$ cat src/rtl/sweep_ctrl_if.sv
// Sweep controller bus: control requests and sweep configuration in,
// count, direction and status out.
//   master : drives start/stop/pause/tick/dir_in/mode/limit, observes status
//   slave  : the sweep controller itself
interface sweep_ctrl_if #(
  parameter int unsigned W = 6
) ();
  logic         start;
  logic         stop;
  logic         pause;
  logic         tick;
  logic         dir_in;
  logic         mode;
  logic [W-1:0] limit;
  logic [W-1:0] count;
  logic         dir;
  logic         busy;
  logic         done;
  logic         turn;

  modport master (
    output start, stop, pause, tick, dir_in, mode, limit,
    input  count, dir, busy, done, turn
  );

  modport slave (
    input  start, stop, pause, tick, dir_in, mode, limit,
    output count, dir, busy, done, turn
  );
endinterface

$ cat src/rtl/sweep_ctrl.sv
// Up/down sweep controller with one-shot and optional ping-pong operation.
// Ports:
//   clock : rising-edge clock
//   rst   : synchronous active-high reset
//   bus   : sweep_ctrl_if.slave
//             in : start, stop, pause, tick, dir_in, mode, limit
//             out: count, dir, busy, done, turn (all registered)
// Build option: define SWEEP_CTRL_PINGPONG_EN to enable ping-pong mode and
// the turn pulse; otherwise mode is ignored, every sweep is one-shot and
// turn is held at 0.
module sweep_ctrl #(
  parameter int unsigned W = 6
) (
  input logic         clock,
  input logic         rst,
  sweep_ctrl_if.slave bus
);

  typedef enum logic [1:0] {
    IDLE  = 2'd0,
    RUN   = 2'd1,
    PAUSE = 2'd2,
    DONE  = 2'd3
  } state_t;

  state_t       state_q, state_d;
  logic [W-1:0] count_q, count_d;
  logic [W-1:0] limit_q, limit_d;
  logic         dir_q, dir_d;
  logic         busy_q, busy_d;
  logic         done_q, done_d;
  logic         turn_q, turn_d;
  logic         load_c;
  logic         terminal_c;
  logic         pingpong_c;

`ifdef SWEEP_CTRL_PINGPONG_EN
  logic mode_q;

  // Sweep mode, captured only when a new sweep is accepted.
  always_ff @(posedge clock) begin
    if (rst) begin
      mode_q <= 1'b0;
    end else if (load_c) begin
      mode_q <= bus.mode;
    end
  end

  assign pingpong_c = mode_q;
  assign bus.turn   = turn_q;
`else
  logic mode_unused;

  assign mode_unused = bus.mode;
  assign pingpong_c  = 1'b0;
  assign bus.turn    = 1'b0;
`endif

  // State and datapath registers.
  always_ff @(posedge clock) begin
    if (rst) begin
      state_q <= IDLE;
      count_q <= '0;
      limit_q <= '0;
      dir_q   <= 1'b0;
      busy_q  <= 1'b0;
      done_q  <= 1'b0;
      turn_q  <= 1'b0;
    end else begin
      state_q <= state_d;
      count_q <= count_d;
      limit_q <= limit_d;
      dir_q   <= dir_d;
      busy_q  <= busy_d;
      done_q  <= done_d;
      turn_q  <= turn_d;
    end
  end

  // Next state and datapath; stop outranks start, start outranks pause,
  // pause outranks tick.
  always_comb begin
    state_d = state_q;
    count_d = count_q;
    limit_d = limit_q;
    dir_d   = dir_q;
    turn_d  = 1'b0;
    load_c  = 1'b0;

    // Endpoint reached on this tick: top of an up sweep or zero going down.
    terminal_c = bus.tick && (dir_q ? (count_q == '0) : (count_q == limit_q));

    if (bus.stop) begin
      state_d = IDLE;
    end else begin
      case (state_q)
        IDLE, DONE: begin
          state_d = IDLE;
          if (bus.start) begin
            load_c  = 1'b1;
            state_d = RUN;
            limit_d = bus.limit;
            dir_d   = bus.dir_in;
            count_d = bus.dir_in ? bus.limit : '0;
          end
        end
        RUN: begin
          if (bus.pause) begin
            state_d = PAUSE;
          end else if (terminal_c) begin
            // Count holds at the endpoint in both modes.
            if (pingpong_c) begin
              dir_d  = ~dir_q;
              turn_d = 1'b1;
            end else begin
              state_d = DONE;
            end
          end else if (bus.tick) begin
            count_d = dir_q ? (count_q - W'(1)) : (count_q + W'(1));
          end
        end
        PAUSE: begin
          if (!bus.pause) begin
            state_d = RUN;
          end
        end
        default: state_d = IDLE;
      endcase
    end

    busy_d = (state_d == RUN) || (state_d == PAUSE);
    done_d = (state_d == DONE);
  end

  assign bus.count = count_q;
  assign bus.dir   = dir_q;
  assign bus.busy  = busy_q;
  assign bus.done  = done_q;

endmodule

$ cat src/flat_wrapper.sv
// flat-port wrapper written by rule: the top's interface ports become plain ports
module sweep_ctrl_flat 
#(
  parameter int unsigned W = 6
)
  (clock, rst, bus_start, bus_stop, bus_pause, bus_tick, bus_dir_in, bus_mode, bus_limit, bus_count, bus_dir, bus_busy, bus_done, bus_turn);
  sweep_ctrl_if #(.W(W)) bus_i ();
  input logic clock;
  input logic rst;
  input wire logic [$bits(bus_i.start)-1:0] bus_start;
  input wire logic [$bits(bus_i.stop)-1:0] bus_stop;
  input wire logic [$bits(bus_i.pause)-1:0] bus_pause;
  input wire logic [$bits(bus_i.tick)-1:0] bus_tick;
  input wire logic [$bits(bus_i.dir_in)-1:0] bus_dir_in;
  input wire logic [$bits(bus_i.mode)-1:0] bus_mode;
  input wire logic [$bits(bus_i.limit)-1:0] bus_limit;
  output wire logic [$bits(bus_i.count)-1:0] bus_count;
  output wire logic [$bits(bus_i.dir)-1:0] bus_dir;
  output wire logic [$bits(bus_i.busy)-1:0] bus_busy;
  output wire logic [$bits(bus_i.done)-1:0] bus_done;
  output wire logic [$bits(bus_i.turn)-1:0] bus_turn;
  assign bus_i.start = bus_start;
  assign bus_i.stop = bus_stop;
  assign bus_i.pause = bus_pause;
  assign bus_i.tick = bus_tick;
  assign bus_i.dir_in = bus_dir_in;
  assign bus_i.mode = bus_mode;
  assign bus_i.limit = bus_limit;
  assign bus_count = bus_i.count;
  assign bus_dir = bus_i.dir;
  assign bus_busy = bus_i.busy;
  assign bus_done = bus_i.done;
  assign bus_turn = bus_i.turn;
  sweep_ctrl #(.W(W)) u_core (.clock(clock), .rst(rst), .bus(bus_i));
endmodule
$ cat config.mk
export PLATFORM = sky130hd
export DESIGN_NAME = sweep_ctrl_flat
export DESIGN_NICKNAME = d
export VERILOG_FILES = /design/src/rtl/sweep_ctrl_if.sv /design/src/rtl/sweep_ctrl.sv /design/src/flat_wrapper.sv
export SDC_FILE = /design/constraint.sdc
export NUM_CORES = 1
export LEC_CHECK = 0
export BUFFER_PORTS_ARGS = -buffer_cell sky130_fd_sc_hd__buf_2
export CAP_MARGIN = 40
export CORE_ASPECT_RATIO = 1.5
export CORE_MARGIN = 5
export CORE_UTILIZATION = 55
export CTS_BUF_LIST = sky130_fd_sc_hd__clkbuf_8
export CTS_CLUSTER_SIZE = 20
export DETAILED_ROUTE_END_ITERATION = 12
export GPL_ROUTABILITY_DRIVEN = 0
export GPL_TIMING_DRIVEN = 0
export PLACE_DENSITY_LB_ADDON = 0.2
export SYNTH_ARGS = -nofsm -noshare
export SYNTH_HDL_FRONTEND = slang
export SYNTH_SLANG_ARGS = --single-unit
$ cat constraint.sdc
create_clock -name clock -period 2.77 [get_ports clock]
set_input_delay 0.1385 -clock clock [delete_from_list [all_inputs] [get_ports clock]]
set_output_delay 0.1385 -clock clock [all_outputs]
set_load 0.05 [all_outputs]
==> results of run 1 <==
power by group:
group	total [uW]	switching, uW	internal [uW]	leakage (uW)
Clock	184	85.1	98.5	0.0000269
Combinational	169	105	63.3	0.000415
Sequential	273	15.6	258	0.000139
cells in the final DEF (no fill, tap or decap), drive strengths merged, types with 2 or more instances in the layout:
cell / instances
nor3: 4
dfxtp: 17
ha: 7
buf: 22
nand2: 8
xnor2: 8
nor2b: 3
nor2: 11
or4: 2
nand3b: 4
a311oi: 4
a211oi: 4
o21ai: 3
a31oi: 4
a21oi: 10
mux2i: 8
nand3: 2
clkbuf: 7
or3: 4
inv: 9
kinds of logic (layout without fill, tap and decap cells):
family	after synthesis	in the layout
other	1	1
adder cells (fa/ha/maj)	8	8
AO/OA/AOI/OAI	31	31
AND/OR/NAND/NOR	42	42
multiplexers	8	8
XOR/XNOR	9	9
buffers and inverters	15	39
flip-flops	17	17
flip-flops by register name, indices dropped and copies added, names as in the netlist:
name / cells
u_core.bus.busy: 1
u_core.bus.count: 6
u_core.bus.dir: 1
u_core.bus.done: 1
u_core.limit_q: 6
u_core.state_q: 2
final timing paths:
| path | from | endpoint | slack (ns) |
|---|---|---|---|
| setup / recovery | u_core.bus.count[0] | u_core.bus.busy | 0.50 |
| hold / removal | bus_limit[5] | u_core.limit_q[5] | 0.14 |
| setup reg to reg | u_core.bus.count[0] | u_core.bus.busy | 0.50 |
| hold reg to reg | u_core.limit_q[4] | u_core.limit_q[4] | 0.52 |
synthesized netlist by cell type (all sizes together):
cell,count
o21bai,1
conb,1
o21ai,3
or3,4
a21o,1
dfxtp,17
buf,2
clkinv,1
ha,7
o211ai,1
nand3b,4
o21a,1
o41ai,1
or3b,1
nor2b,3
a211oi,4
nor3,4
xnor2,8
or2,1
xor2,1
inv,8
a21oi,10
or4,2
nand2,8
mux2i,8
a31oi,4
fa,1
nand4b,1
a311oi,4
nor2,11
o211a,1
nand3,2
nand4,1
clkbuf,4
area by class of cell:
| class | instances | share of cell area [%] |
|---|---|---|
| timing repair buffer | 20 | 7.65 |
| sequential | 17 | 26.0 |
| clock inverter | 1 | 0.287 |
| tap | 22 | 2.10 |
| buffer | 6 | 2.10 |
| multi-input combinational | 99 | 56.1 |
| inverter | 9 | 2.58 |
| clock buffer | 3 | 3.15 |
metal layers:
metal | global-route usage (%) | up-vias
met5 | 0 | -
met1 | 20.6 | 495
met4 | 9.00 | 0
met3 | 3.01 | 12
met2 | 36.2 | 44
li1 | - | 523
critical path: stages (launching register included):
cell     delay, ns
dfxtp_1       0.37
or4_1         0.52
or4_4         0.45
o21ai_1       0.11
nand2_2       0.11
a21oi_1       0.21
ha_1          0.26
nor2b_1       0.12
stage by stage:
step                power [uW]  cell area [um^2]  setup WS, ns  hold WS [ns]
global route               658              1310         0.396         0.166
global placement           442              1260         0.551         0.390
finish                     625              1310         0.497         0.141
detailed placement         447              1260         0.531         0.400
CTS                        630              1310         0.516         0.139
floorplan                  403              1140         0.419         0.282
==> load_flow_metrics.sql, run 1 <==
INSERT INTO impl_metrics (metric_group, metric, value, unit) VALUES
('status', 'outcome', 'finished clean', ''),
('global_routing', 'grt_first_pass_wirelength', '4450', 'um'),
('cells_and_area', 'final_layout_size_suffix_gt1_share', '24.5', '%'),
('synth', 'synth.cell_area', '1140', 'um^2'),
('routing', 'route.vias.total', '1074', ''),
('clocking', 'cts_buffer_depth', '2', ''),
('routing', 'drt-initial-drc-count', '31', ''),
('routing', 'routed-wl-met2', '1470', 'um'),
('min_path', 'timing.hold.worst.class', 'in2reg', ''),
('timing', 'maxSlewHeadroom', '64.6', '%'),
('timing', 'setup_total_negative_slack', '0', 'ns'),
('floorplanning', 'die-area', '3090', 'um^2'),
('clocking', 'clkSinkCount', '17', ''),
('power', 'vdd_drop_max', '0.302', 'mV'),
('synth', 'synthesis.nets', '153', ''),
('timing', 'finalCriticalPeriod', '2.27', 'ns'),
('floorplanning', 'row_cnt', '20', ''),
('timing', 'report.final.setup_viol', '0', ''),
('synth', 'post_synth_and_or_nand_nor_area_fraction', '21.0', '%'),
('cells_and_area', 'area_growth_syn_to_layout', '15.2', '%'),
('job', 'timing.max_cap.violations', '0', ''),
('timing', 'max_slew.worst_pin.slew', '0.531', 'ns'),
('synth', 'synth_top_family_by_area', 'simple AND/OR/NAND/NOR gates', ''),
('setup_path', 'worst_setup_path_type', 'reg2reg', ''),
('floorplanning', 'dieHeight', '65.7', 'um'),
('min_path', 'cell_depth_of_the_worst_hold_path', '3', ''),
('routing', 'drt-vias-per-instance', '6.07', ''),
('routing', 'post-route-drc-count', '0', ''),
('synth', 'ys_ff_latch', '17', ''),
('global_routing', 'grt_use_total', '19.8', '%'),
('synth', 'yosys.area.top_type_share', '30.0', '%'),
('global_routing', 'grt_max_degree', '11', ''),
('routing', 'avgRoutedWirePerCell', '15.4', 'um'),
('synth', 'synth.yosys.warnings', '0', ''),
('synth', 'muxShareOfSynthArea', '7.05', '%'),
('clocking', 'postCtsHoldBufs', '0', ''),
('placed_design', 'buffer_ports.inserted', '20', ''),
('synth', 'syn_inst', '131', ''),
('cells_and_area', 'fin_util', '65.4', '%'),
('floorplanning', 'top_level_ports', '24', ''),
('setup_path', 'cp.required', '2.90', 'ns'),
('setup_path', 'crit_arrival', '2.40', 'ns'),
('clocking', 'clock_tree.htree_level_count', '1', ''),
('global_routing', 'vias_in_the_first_global_route', '1070', ''),
('setup_path', 'worst_setup_path_start_kind', 'register', ''),
('synth', 'post_synth_xor_xnor_area', '6.94', '%'),
('global_routing', 'antenna_found_initial', '0', ''),
('synth', 'synth_cell_type_count', '43', ''),
('synth', 'postSynthAreaPerCell', '8.67', 'um^2'),
('timing', 'final_min_period_over_clock_period', '82.1', '%'),
('setup_path', 'setup.worst_path.end_class', 'register', ''),
('floorplanning', 'die_x', '47.1', 'um'),
('synth', 'synth-seq-area-share', '30.0', '%'),
('routing', 'dr_wl_met3', '146', 'um'),
('synth', 'synth-adder-area-share', '9.47', '%'),
('setup_path', 'timing.reg2reg.worst_path_depth', '7', ''),
('cells_and_area', 'multi_input_comb_area', '734', 'um^2'),
('timing', 'grt_setup_unrepaired', 'no', ''),
('clocking', 'cts_repair_resize_count', '0', ''),
('floorplanning', 'initial_utilization', '56.8', '%'),
('clocking', 'post-cts-setup-buffers', '0', ''),
('clocking', 'clk-insertion-delay-late', '0.26', 'ns'),
('routing', 'final_antenna_net_count', '0', ''),
('cells_and_area', 'final.fill_count', '184', ''),
('placed_design', 'place_inst', '173', ''),
('floorplanning', 'core-area', '2000', 'um^2'),
('clocking', 'cts_tree', 'built', ''),
('clocking', 'clockRootBuffer', 'clkbuf_8', ''),
('cells_and_area', 'num_antenna_cells', '0', ''),
('routing', 'detail_route.wirelength.met1', '1010', 'um'),
('power', 'total_leakage_power', '0.000581', 'uW');
(Power assumes the default switching activity.)
==> run 2: changes to the inputs <==
==> constraint.sdc (replaced) <==
create_clock -name clock -period 2.3 [get_ports clock]
set_input_delay 0.115 -clock clock [delete_from_list [all_inputs] [get_ports clock]]
set_output_delay 0.115 -clock clock [all_outputs]
set_load 0.05 [all_outputs]
==> load_flow_metrics.sql, run 2 (synthesis gave the netlist of run 1 again) <==
INSERT INTO impl_metrics (metric_group, metric, value, unit) VALUES
('status', 'outcome', 'finished clean', ''),
('timing', 'report.final.setup_viol', '0', ''),
('setup_path', 'crit_buf_inv', '0', ''),
('setup_path', 'timing.critical_path.cells', 'or4_1 > or4_4 > o21ai_1 > nand2_2 > a31oi_1 > ha_1 > nor2b_1', ''),
('routing', 'final_antenna_net_count', '0', ''),
('setup_path', 'worst_setup_path_type', 'reg2reg', ''),
('routing', 'route.vias.total', '1061', ''),
('setup_path', 'category_of_cells_accounting_for_the_largest_share_of_critical_path_delay', 'simple AND/OR/NAND/NOR gates', ''),
('clocking', 'cts_repair_resize_count', '0', ''),
('setup_path', 'slowest_stage_delay_on_critical_path', '0.51', 'ns'),
('routing', 'drt-vias-per-instance', '5.99', ''),
('clocking', 'clockRootBuffer', 'clkbuf_8', ''),
('cells_and_area', 'final.fill_count', '180', ''),
('timing', 'report.final.hold_viol_count', '0', ''),
('cells_and_area', 'num_antenna_cells', '0', ''),
('clocking', 'cts_buffer_depth', '2', ''),
('global_routing', 'grt_overflow', '0', ''),
('clocking', 'clkSinkCount', '17', ''),
('cells_and_area', 'final_layout_size_suffix_gt1_share', '27.7', '%'),
('routing', 'drt_wl_total', '2760', 'um'),
('timing', 'post-route-worst-setup-slack', '0.0897', 'ns'),
('setup_path', 'crit_arrival', '2.34', 'ns'),
('global_routing', 'grt_first_pass_wirelength', '4540', 'um'),
('timing', 'slew_violations', '0', ''),
('clocking', 'clk-insertion-delay-late', '0.26', 'ns'),
('routing', 'avgRoutedWirePerCell', '15.6', 'um'),
('timing', 'finalCriticalPeriod', '2.21', 'ns'),
('power', 'vdd_drop_max', '0.388', 'mV'),
('cells_and_area', 'area_growth_syn_to_layout', '16.4', '%'),
('global_routing', 'antenna_found_initial', '0', ''),
('timing', 'timing.fmax', '0.452', 'GHz'),
('power', 'total_leakage_power', '0.000586', 'uW'),
('setup_path', 'setup.worst_path.end_class', 'register', ''),
('setup_path', 'cp_max_fo', '6', ''),
('floorplanning', 'initial_utilization', '56.8', '%'),
('cells_and_area', 'final_nets', '178', ''),
('setup_path', 'worst_setup_path_start_kind', 'register', ''),
('min_path', 'cell_depth_of_the_worst_hold_path', '3', ''),
('clocking', 'clock_tree.htree_level_count', '1', ''),
('clocking', 'cts-buffers-inserted', '3', ''),
('cells_and_area', 'layout_common_cells', 'buf_2, dfxtp_1, a21oi_1, nor2_1', ''),
('timing', 'final_min_period_over_clock_period', '96.1', '%'),
('setup_path', 'timing.reg2reg.worst_path_depth', '7', ''),
('placed_design', 'place.detailed.hpwl', '2160', 'um'),
('timing', 'clock-skew-final', '0.00758', 'ns'),
('global_routing', 'grt_use_total', '20.4', '%'),
('power', 'powerDensity', '578', 'nW/um^2'),
('global_routing', 'vias_in_the_first_global_route', '1057', ''),
('floorplanning', 'die-area', '3090', 'um^2'),
('placed_design', 'pre_cts_slack', '0.0517', 'ns'),
('timing', 'setup_total_negative_slack', '0', 'ns'),
('routing', 'detailedRoute.firstPassIterationCount', '4', ''),
('floorplanning', 'dieHeight', '65.7', 'um'),
('floorplanning', 'row_cnt', '20', ''),
('setup_path', 'cp_slowest_cell', 'or4_1', ''),
('min_path', 'timing.hold.worst.class', 'in2reg', ''),
('routing', 'post-route-drc-count', '0', ''),
('clocking', 'worst_setup_hold_path_clk_slew', '0.07', 'ns'),
('setup_path', 'crit_cells', '7', ''),
('cells_and_area', 'layout_commonest_cell', 'buf_2', ''),
('floorplanning', 'die_x', '47.1', 'um'),
('floorplanning', 'top_level_ports', '24', ''),
('timing', 'maxSlewHeadroom', '65.3', '%'),
('timing', 'grt_setup_unrepaired', 'no', ''),
('routing', 'drt-initial-drc-count', '24', ''),
('clocking', 'post-cts-setup-buffers', '0', ''),
('job', 'timing.max_cap.violations', '0', ''),
('global_routing', 'grt_max_degree', '11', ''),
('placed_design', 'buffer_ports.inserted', '20', ''),
('clocking', 'cts_tree', 'built', ''),
('timing', 'max_slew.worst_pin.slew', '0.520', 'ns'),
('clocking', 'postCtsHoldBufs', '0', ''),
('setup_path', 'cp.required', '2.43', 'ns'),
('floorplanning', 'core-area', '2000', 'um^2');
## run 2: power breakdown
group	total, uW	switching, uW	internal, uW	leakage, uW
Sequential	330	19.3	311	0.000140
Combinational	205	128	76.5	0.000419
Clock	230	111	119	0.0000269
Total	765	258	506	0.000586
## run 2: worst paths after layout
kind | startpoint | to | slack [ns]
setup / recovery | u_core.bus.count[0] | u_core.bus.busy | 0.09
hold / removal | bus_limit[4] | u_core.limit_q[4] | 0.10
setup reg to reg | u_core.bus.count[0] | u_core.bus.busy | 0.09
hold reg to reg | u_core.limit_q[3] | u_core.limit_q[3] | 0.52
## run 2: per-layer routing
metal / up-vias / routed length [um] / global-route usage [%]
met2: 30 / 1460 / 36.2
met4: 0 / 104 / 12.1
li1: 518 / - / -
met3: 10 / 119 / 3.84
met1: 503 / 1070 / 20.3
met5: - / 0 / 0
## run 2: worst reg2reg max path, stage by stage (launching register included)
cell and delay [ns]:
dfxtp_2 0.35, or4_1 0.51, or4_4 0.45, o21ai_1 0.12, nand2_2 0.12, a31oi_1 0.17, ha_1 0.25, nor2b_1 0.13
## run 2: final cells by class
class                   count  area (um^2)  share of cell area (%)
clock buffers               3         41.3                    3.12
flip-flops and latches     17          344                    26.0
multi-input cells          99          743                    56.2
inverters                   9         33.8                    2.55
repair buffers             20          100                    7.57
well taps                  22         27.5                    2.08
clock inverters             1         3.75                   0.284
plain buffers               6         28.8                    2.18
## run 2: metrics by stage
step | instance area, um^2 | hold WS (ns) | cells | util [%] | power (uW)
finish | 1320 | 0.102 | 177 | 66.1 | 765
global route | 1320 | 0.141 | 177 | 66.1 | 804
CTS | 1310 | 0.103 | 177 | 65.6 | 762
detailed placement | 1270 | 0.372 | 173 | 63.3 | 540
global placement | 1270 | 0.365 | 173 | 63.3 | 533
floorplan | 1140 | 0.259 | 131 | - | 487
==> run 3: changes to the inputs <==
--- a/config.mk
+++ b/config.mk
@@ -5,7 +5,7 @@
 export SDC_FILE = /design/constraint.sdc
 export NUM_CORES = 1
 export LEC_CHECK = 0
-export BUFFER_PORTS_ARGS = -buffer_cell sky130_fd_sc_hd__buf_2
+export BUFFER_PORTS_ARGS = -buffer_cell sky130_fd_sc_hd__buf_4
 export CAP_MARGIN = 40
 export CORE_ASPECT_RATIO = 1.5
 export CORE_MARGIN = 5
@@ -13,7 +13,6 @@
 export CTS_BUF_LIST = sky130_fd_sc_hd__clkbuf_8
 export CTS_CLUSTER_SIZE = 20
 export DETAILED_ROUTE_END_ITERATION = 12
-export GPL_ROUTABILITY_DRIVEN = 0
 export GPL_TIMING_DRIVEN = 0
 export PLACE_DENSITY_LB_ADDON = 0.2
 export SYNTH_ARGS = -nofsm -noshare
==> constraint.sdc (replaced) <==
create_clock -name clock -period 2.4 [get_ports clock]
set_input_delay 0.12 -clock clock [delete_from_list [all_inputs] [get_ports clock]]
set_output_delay 0.12 -clock clock [all_outputs]
set_load 0.05 [all_outputs]
==> load_flow_metrics.sql, run 3 (synthesis gave the netlist of run 1 again) <==
INSERT INTO impl_metrics (metric_group, metric, value, unit) VALUES
('power', 'power_report.internal_total', '495', 'uW'),
('global_routing', 'antenna_found_initial', '0', ''),
('min_path', 'timing.hold.worst.class', 'in2reg', ''),
('global_routing', 'grt_use_total', '20.9', '%'),
('setup_path', 'slowest_stage_delay_on_critical_path', '0.52', 'ns'),
('timing', 'fin_worst_hold_slack', '0.108', 'ns'),
('routing', 'post-route-drc-count', '0', ''),
('timing', 'timing.fmax', '0.440', 'GHz'),
('cells_and_area', 'area_growth_syn_to_layout', '19.8', '%'),
('setup_path', 'setup.worst_path.end_class', 'register', ''),
('placed_design', 'buffer_ports.inserted', '20', ''),
('timing', 'final_min_period_over_clock_period', '94.7', '%'),
('routing', 'drt-initial-drc-count', '40', ''),
('cells_and_area', 'final_layout_size_suffix_gt1_share', '25.8', '%'),
('clocking', 'cts-buffers-inserted', '3', ''),
('global_routing', 'grt_first_pass_wirelength', '4680', 'um'),
('floorplanning', 'core-area', '2000', 'um^2'),
('cells_and_area', 'layout_commonest_cell', 'buf_4', ''),
('routing', 'final_antenna_net_count', '0', ''),
('setup_path', 'cp_slowest_cell', 'or4_1', ''),
('routing', 'detailedRoute.firstPassIterationCount', '4', ''),
('setup_path', 'crit_arrival', '2.40', 'ns'),
('floorplanning', 'die_x', '47.1', 'um'),
('global_routing', 'grt_max_degree', '11', ''),
('timing', 'clock-skew-final', '0.00494', 'ns'),
('floorplanning', 'top_level_ports', '24', ''),
('cells_and_area', 'fin_util', '68.0', '%'),
('floorplanning', 'dieHeight', '65.7', 'um'),
('timing', 'post-route-worst-setup-slack', '0.127', 'ns'),
('setup_path', 'cp.required', '2.53', 'ns'),
('clocking', 'cts_tree', 'built', ''),
('floorplanning', 'die-area', '3090', 'um^2'),
('clocking', 'cts_buffer_depth', '2', ''),
('timing', 'setup_total_negative_slack', '0', 'ns'),
('power', 'fraction_of_power_spent_switching_nets', '32.7', '%'),
('timing', 'max_slew.worst_pin.slew', '0.539', 'ns'),
('timing', 'grt_setup_unrepaired', 'no', ''),
('clocking', 'post-cts-setup-buffers', '0', ''),
('clocking', 'worst_setup_hold_path_clk_slew', '0.07', 'ns'),
('cells_and_area', 'num_antenna_cells', '0', ''),
('placed_design', 'pre_cts_slack', '0.128', 'ns'),
('routing', 'route.vias.total', '1063', ''),
('setup_path', 'timing.critical_path.cells', 'or4_1 > or4_4 > o21ai_1 > nand2_2 > a21oi_1 > ha_1 > nor2b_1', ''),
('routing', 'drt-vias-per-instance', '6.01', ''),
('timing', 'report.final.hold_viol_count', '0', ''),
('power', 'power_frac_comb', '28.2', '%'),
('cells_and_area', 'layout_common_cells', 'buf_4, dfxtp_1, a21oi_1', ''),
('placed_design', 'place.gp.congestion', '0.876', ''),
('power', 'switchingPower', '241', 'uW'),
('setup_path', 'worst_setup_path_type', 'reg2reg', ''),
('status', 'outcome', 'finished clean', ''),
('timing', 'maxSlewHeadroom', '64.1', '%'),
('power', 'vdd_drop_max', '0.476', 'mV'),
('power', 'total_power', '736', 'uW'),
('routing', 'avgRoutedWirePerCell', '16.2', 'um'),
('clocking', 'postCtsHoldBufs', '0', ''),
('setup_path', 'cp_max_fo', '6', ''),
('setup_path', 'worst_setup_path_start_kind', 'register', ''),
('cells_and_area', 'final_nets', '178', ''),
('placed_design', 'place.detailed.hpwl', '2160', 'um'),
('floorplanning', 'initial_utilization', '56.8', '%'),
('clocking', 'clockRootBuffer', 'clkbuf_8', ''),
('global_routing', 'grt_overflow', '0', ''),
('power', 'flop_pwr_share', '43.0', '%'),
('power', 'total_leakage_power', '0.000593', 'uW'),
('job', 'timing.max_cap.violations', '0', ''),
('clocking', 'clock_tree.htree_level_count', '1', ''),
('setup_path', 'setup.reg_to_reg.worst_slack', '0.13', 'ns'),
('clocking', 'clk-insertion-delay-late', '0.25', 'ns'),
('clocking', 'clkSinkCount', '17', ''),
('cells_and_area', 'regArea', '340', 'um^2'),
('routing', 'drt_wl_total', '2880', 'um'),
('power', 'powerDensity', '541', 'nW/um^2'),
('cells_and_area', 'multi_input_comb_area', '734', 'um^2'),
('timing', 'finalCriticalPeriod', '2.27', 'ns'),
('timing', 'report.final.setup_viol', '0', ''),
('power', 'power.clock.fraction', '28.9', '%'),
('global_routing', 'vias_in_the_first_global_route', '1088', ''),
('cells_and_area', 'final.fill_count', '168', ''),
('floorplanning', 'row_cnt', '20', ''),
('timing', 'slew_violations', '0', '');
-- run 3: changes by cell type in the layout (fill, tap and decap cells not counted) --
| cell | change |
|---|---|
| buf_2 | -20 |
| dfxtp_1 | +3 |
| clkinv_2 | +1 |
| a21oi_2 | -1 |
| nor2_4 | -1 |
| nor2_2 | +1 |
| buf_4 | +20 |
| inv_1 | -1 |
| dfxtp_2 | -3 |
| a21oi_1 | +1 |
-- run 3: layer usage --
layer  vias up  GRT usage (%)  wire length [um]
met5         -              0                 0
met4         0           7.61                19
met3         6           3.29               132
met2        43           37.2              1620
met1       497           23.5              1100
li1        517              -                 -
-- run 3: through the flow --
stage                     cells  cell area (um^2)
after floorplan             131              1140
final                       177              1360
after detailed placement    173              1310
after global placement      173              1310
after CTS                   177              1360
after global routing        177              1360
-- run 3: power groups by stage --
| stage | registers, uW | logic (uW) | clock network, uW |
|---|---|---|---|
| 2_1_floorplan | 348 | 117 | 0 |
| 3_3_place_gp | 321 | 199 | 0 |
| 3_5_place_dp | 322 | 204 | 0 |
| 4_1_cts | 316 | 206 | 218 |
| 5_1_grt | 318 | 224 | 229 |
| 6_report | 316 | 207 | 213 |
-- run 3: critical path, delay by kind of cell, from the launching register on --
kind                     cells  cell delay (ns)
AO/OA/AOI/OAI                2             0.31
AND/OR/NAND/NOR              4             1.19
adder cells (fa/ha/maj)      1             0.26
flip-flops                   1             0.37
-- run 3: cell type report --
type	count	share of cell area (%)
multi-input cells	99	54.0
flip-flops and latches	17	25.0
repair buffers	20	11.0
clock buffers	3	3.03
inverters	9	2.48
plain buffers	6	2.11
well taps	22	2.02
clock inverters	1	0.368
-- run 3: worst paths after layout --
| kind | from | endpoint | cells past startpoint |
|---|---|---|---|
| max | u_core.bus.count[0] | u_core.bus.busy | 7 |
| min | bus_limit[0] | u_core.limit_q[0] | 3 |
| max reg2reg | u_core.bus.count[0] | u_core.bus.busy | 7 |
| min reg2reg | u_core.limit_q[0] | u_core.limit_q[0] | 2 |
-- run 3: repair_timing --
action | CTS | global route
hold endpoints to repair | 0 | 0
setup endpoints to repair | 0 | 1
gates resized for setup | 0 | 2
